<file path="src/rtl/rwl_pkg.sv">
// Shared types and default geometry for the read-wordline pulse controller.
package rwl_pkg;

  localparam int ROWS_DEF = 16;
  localparam int AW_DEF   = 4;
  localparam int PWW_DEF  = 3;

  typedef enum logic [1:0] {
    IDLE  = 2'd0,
    SETUP = 2'd1,
    PULSE = 2'd2,
    GUARD = 2'd3
  } rwl_state_e;

endpackage

</file>
<file path="src/rtl/rwl_onehot_dec.sv">
// Combinational row decoder: one-hot select when enabled, plus an out-of-range flag.
module rwl_onehot_dec #(
  parameter int ROWS = 16,
  parameter int AW   = 4
) (
  input  logic            en_i,
  input  logic [AW-1:0]   addr_i,
  output logic [ROWS-1:0] onehot_o,
  output logic            oor_o
);

  always_comb begin
    onehot_o = '0;
    for (int i = 0; i < ROWS; i++) begin
      if (en_i && (addr_i == AW'(i))) onehot_o[i] = 1'b1;
    end
  end

  // One extra bit so ROWS == 2**AW still compares correctly.
  assign oor_o = ({1'b0, addr_i} >= (AW + 1)'(ROWS));

endmodule

</file>
<file path="src/rtl/rwl_pulse_ctrl.sv">
// Read-wordline pulse controller: REQ/ACK front end, precharge sequencing and a
// registered one-hot wordline pulse of PW+1 cycles.
//
//   state | meaning
//   IDLE  | precharge on, wordlines low, waiting for REQ
//   SETUP | precharge released, wordlines still low (1 cycle)
//   PULSE | selected wordline high for PW+1 cycles
//   GUARD | wordlines low, precharge back on, ACK/ERR presented (1 cycle)
module rwl_pulse_ctrl
  import rwl_pkg::*;
#(
  parameter int ROWS = ROWS_DEF,
  parameter int AW   = AW_DEF,
  parameter int PWW  = PWW_DEF
) (
  input  logic            CLK,
  input  logic            RST_N,
  input  logic            REQ,
  input  logic [AW-1:0]   ADDR,
  input  logic [PWW-1:0]  PW,
  output logic            ACK,
  output logic            ERR,
  output logic            BUSY,
  output logic            RBL_PRE,
  output logic [ROWS-1:0] RWL
);

  rwl_state_e      state_q;
  logic [AW-1:0]   addr_q;
  logic [PWW-1:0]  pw_q;
  logic [PWW-1:0]  cnt_q;
  logic [ROWS-1:0] rwl_q;
  logic            ack_q;
  logic            err_q;
  logic            busy_q;
  logic            pre_q;

  logic [ROWS-1:0] dec_rwl;
  logic            dec_oor;

  rwl_onehot_dec #(
    .ROWS (ROWS),
    .AW   (AW)
  ) u_dec (
    .en_i     (state_q == SETUP),
    .addr_i   (addr_q),
    .onehot_o (dec_rwl),
    .oor_o    (dec_oor)
  );

  always_ff @(posedge CLK or negedge RST_N) begin
    if (!RST_N) begin
      state_q <= IDLE;
      addr_q  <= '0;
      pw_q    <= '0;
      cnt_q   <= '0;
      rwl_q   <= '0;
      ack_q   <= 1'b0;
      err_q   <= 1'b0;
      busy_q  <= 1'b0;
      pre_q   <= 1'b1;
    end else begin
      case (state_q)
        IDLE: begin
          if (REQ) begin
            addr_q  <= ADDR;
            pw_q    <= PW;
            pre_q   <= 1'b0;
            busy_q  <= 1'b1;
            state_q <= SETUP;
          end
        end
        SETUP: begin
          // Decoder is enabled only here, so RWL is loaded once and held.
          rwl_q   <= dec_rwl;
          cnt_q   <= pw_q;
          state_q <= PULSE;
        end
        PULSE: begin
          if (cnt_q == '0) begin
            rwl_q   <= '0;
            pre_q   <= 1'b1;
            ack_q   <= 1'b1;
            err_q   <= dec_oor;
            state_q <= GUARD;
          end else begin
            cnt_q <= cnt_q - 1'b1;
          end
        end
        GUARD: begin
          ack_q   <= 1'b0;
          err_q   <= 1'b0;
          busy_q  <= 1'b0;
          state_q <= IDLE;
        end
        default: state_q <= IDLE;
      endcase
    end
  end

  assign ACK     = ack_q;
  assign ERR     = err_q;
  assign BUSY    = busy_q;
  assign RBL_PRE = pre_q;
  assign RWL     = rwl_q;

endmodule

</file>
<file path="config.mk">
export PLATFORM = sky130hd
export DESIGN_NAME = rwl_pulse_ctrl
export DESIGN_NICKNAME = d
export VERILOG_FILES = /design/src/rtl/rwl_pkg.sv /design/src/rtl/rwl_onehot_dec.sv /design/src/rtl/rwl_pulse_ctrl.sv
export SDC_FILE = /design/constraint.sdc
export NUM_CORES = 1
export LEC_CHECK = 0
export ABC_AREA = 1
export CORE_MARGIN = 10
export CORE_UTILIZATION = 28
export DETAILED_ROUTE_END_ITERATION = 6
export PLACE_DENSITY_LB_ADDON = 0.08
export SYNTH_ARGS = -nofsm -noshare
export SYNTH_HDL_FRONTEND = slang
export SYNTH_SLANG_ARGS = --single-unit
</file>
<file path="constraint.sdc">
create_clock -name CLK -period 1.8 [get_ports CLK]
set_input_delay 0.36 -clock CLK [delete_from_list [all_inputs] [get_ports CLK]]
set_output_delay 0.36 -clock CLK [all_outputs]
set_load 0.02 [all_outputs]
</file>
==> metrics.txt <==
status=complete, no violations; worst path arrival time=1260 ps; RSZ-0062 raised after global routing=no; worst path required time=1440 ps; post-synthesis area per instance=8.751 um^2; CTS Buf Count=5; Nets=222; Setup Total Neg Slack=0 ps; WS Path Type=register to primary output; Cell Area, Synth=between 0.0015 and 0.002 mm^2; r2r endpoint=cnt_q[0]; CP Cell Sequence=clkdlybuf4s50_1; TritonCTS clock tree=done; initial DRC count=111; Worst Skew=6.339 ps; Critical R2R Launch=state_q[0]; io pins=30; global-route usage over all layers=under 10%; total grt overflow=0; switching share of power=43.97%; register area share after synthesis=about half; reg2reg path depth=7; Power Density=1721 mW/mm^2; via count=1212; Root Buffer=clkbuf_8; clock power share=15.7%; pin count of the biggest net entering global routing=27; clock transition at the registers of the reported paths=around 70 ps; share of total power in combinational logic=between 40% and 50%; Internal=1881 uW; crit-path max FO=2; most common cell after layout, fill and taps aside=nand2_1; vias in the first global route=1220; worst path bufs/invs=1; vias per inst=about 4.4; fill cell total of the finished layout=542; initial antenna violation count=0; Synth cell types=22; crit path time final=1619 ps; Leak=0.0009940 uW; maximum VDD drop=0.0006279 V; Die Wd=93.96 um; Max Root-Sink Buffers=2; final WL=roughly 3.5 mm; CP endpoint kind=primary output; DRC Markers=0; Max Cap Violations=0; YS warnings=0; HP Class=primary input to asynchronous set/reset pin; commonest non-fill, non-tap cells in the layout=59 x nand2_1, 30 x dfrtp_1, 27 x nand3_1, 27 x clkdlybuf4s50_1, 16 x inv_1; clk_lat worst skew=280 ps; router iterations before antenna repair=4; Fin Hold WS=372.1 ps; sequential share of power=34.8%; FF+latch count, synth=31; area of the die=0.008828 mm^2; Routed WL per cell=12.75 um; routability congestion estimate=0.7723; CP top delay family=buffers and inverters; cells after synthesis=175; Final ANT Viol Nets=0; Port Buffers=28; setup violators final=0; final hold vios=0; Die Span Y=93.96 um; core footprint=approximately 0.0052 mm^2; Psw=1476 uW; Post-CTS Repair Setup Buffers=0; Final period util=89.93%; first-pass GRT wire length=6.044 mm; Critical-path top delay cell=clkdlybuf4s50_1; Worst setup startpoint=RWL[6]; largest stage delay on the critical path=620 ps; clock sinks=31; FMAX=around 0.62 GHz; max-slew violations=0; syn_nets=between 150 and 200; fraction of layout cells with a size suffix above 1=about 8.3%; Setup crit start kind=register; Std-Cell Rows=26; Diodes inserted=0; H-tree levels=2; initial core utilization=29.42%; flop2flop setup slack=around 270 ps; DP HPWL=roughly 2.7 mm; synthesis-to-layout area growth=27.37%
[kinds of logic after synthesis]
kind of cell,Yosys count,synth area share (%)
AOI/OAI and AO/OA,12,4.085
buffers and inverters,23,8.007
other,1,0.2449
and+or+nand+nor,101,31.21
adders and majority gates,7,5.719
DFF,31,50.74
[state kept, by name, indices dropped and copies added (netlist names)]
signal   cells
RWL         16
addr_q       4
cnt_q        3
pw_q         3
state_q      2
ACK          1
BUSY         1
RBL_PRE      1
[stage by stage]
step	cells	utilization [%]	power (uW)	area [um^2]	setup slack, ps
2_1_floorplan	175	-	2339	1531	464.0
4_1_cts	276	37.38	3398	1946	5.440
6_report	276	37.48	3356	1951	181.3
3_5_place_dp	268	35.84	2858	1866	149.6
3_3_place_gp	268	35.84	2825	1866	227.7
5_1_grt	276	37.48	3652	1951	127.8
[power groups by stage]
stage,combinational (uW),clock [uW],sequential (uW)
2_1_floorplan,1000,0,1330
3_3_place_gp,1650,0,1180
3_5_place_dp,1670,0,1180
4_1_cts,1680,543,1170
5_1_grt,1870,566,1220
6_report,1660,528,1170
[layer usage]
metal  up-vias  global-route usage (%)  part of all wire [%]
met1       569                   11.11                    49
met3         2                   4.077                   8.6
li1        611                       -                     -
met4         0                   3.544                  0.65
met5         -                       0                     0
met2        30                   12.15                    42
[worst register-to-register path, cell delays in order (launching register included)]
cell     delay (ps)
dfrtp_1         410
inv_1           120
ha_2            330
inv_6            70
nand2_4         260
nand2_4         110
nand2_1          70
o21ai_1          60
[area by class of cell]
type,count,area [um^2],share of cell area [%]
Clock buffer,8,80.08,4.105
Inverter,17,68.82,3.528
Multi-Input combinational cell,121,634.4,32.52
Sequential cell,31,777.0,39.83
Tap cell,70,87.58,4.490
Timing Repair Buffer,29,302.8,15.52
[cells in the mapped netlist]
master   instances  area [um^2]
nand2_1         59        221.5
dfrtp_1         30        750.7
nand3_1         27        135.1
inv_1           16        60.06
o21ai_0          8        40.04
ha_1             7        87.58
nor2_1           7        26.28
buf_2            3        15.01
o21ai_1          3        15.01
nand2_4          2        22.52
nor2_4           2        22.52
a22oi_1          1        7.510
buf_12           1        20.02
buf_4            1        7.510
buf_6            1        11.26
conb_1           1        3.750
dfstp_2          1        26.28
inv_6            1        8.760
nand2_2          1        6.260
nand3_4          1        17.52
nor2_2           1        6.260
nor2_8           1        20.02
[repair_timing]
item	4_1_cts	5_1_grt
hold buffers	0	0
resized for setup	0	2
endpoints found under the setup margin	0	3
[worst max-delay path by stage]
stage / to / slack [ps] / cells past startpoint
detailed placement: cnt_q[1] / 150 / 7
global placement: cnt_q[0] / 230 / 7
CTS: RBL_PRE / 5 / 1
finish: RWL[6] / 180 / 1
floorplan: cnt_q[2] / 460 / 10
global route: cnt_q[1] / 130 / 7
Power figures use the tool's default switching activity.
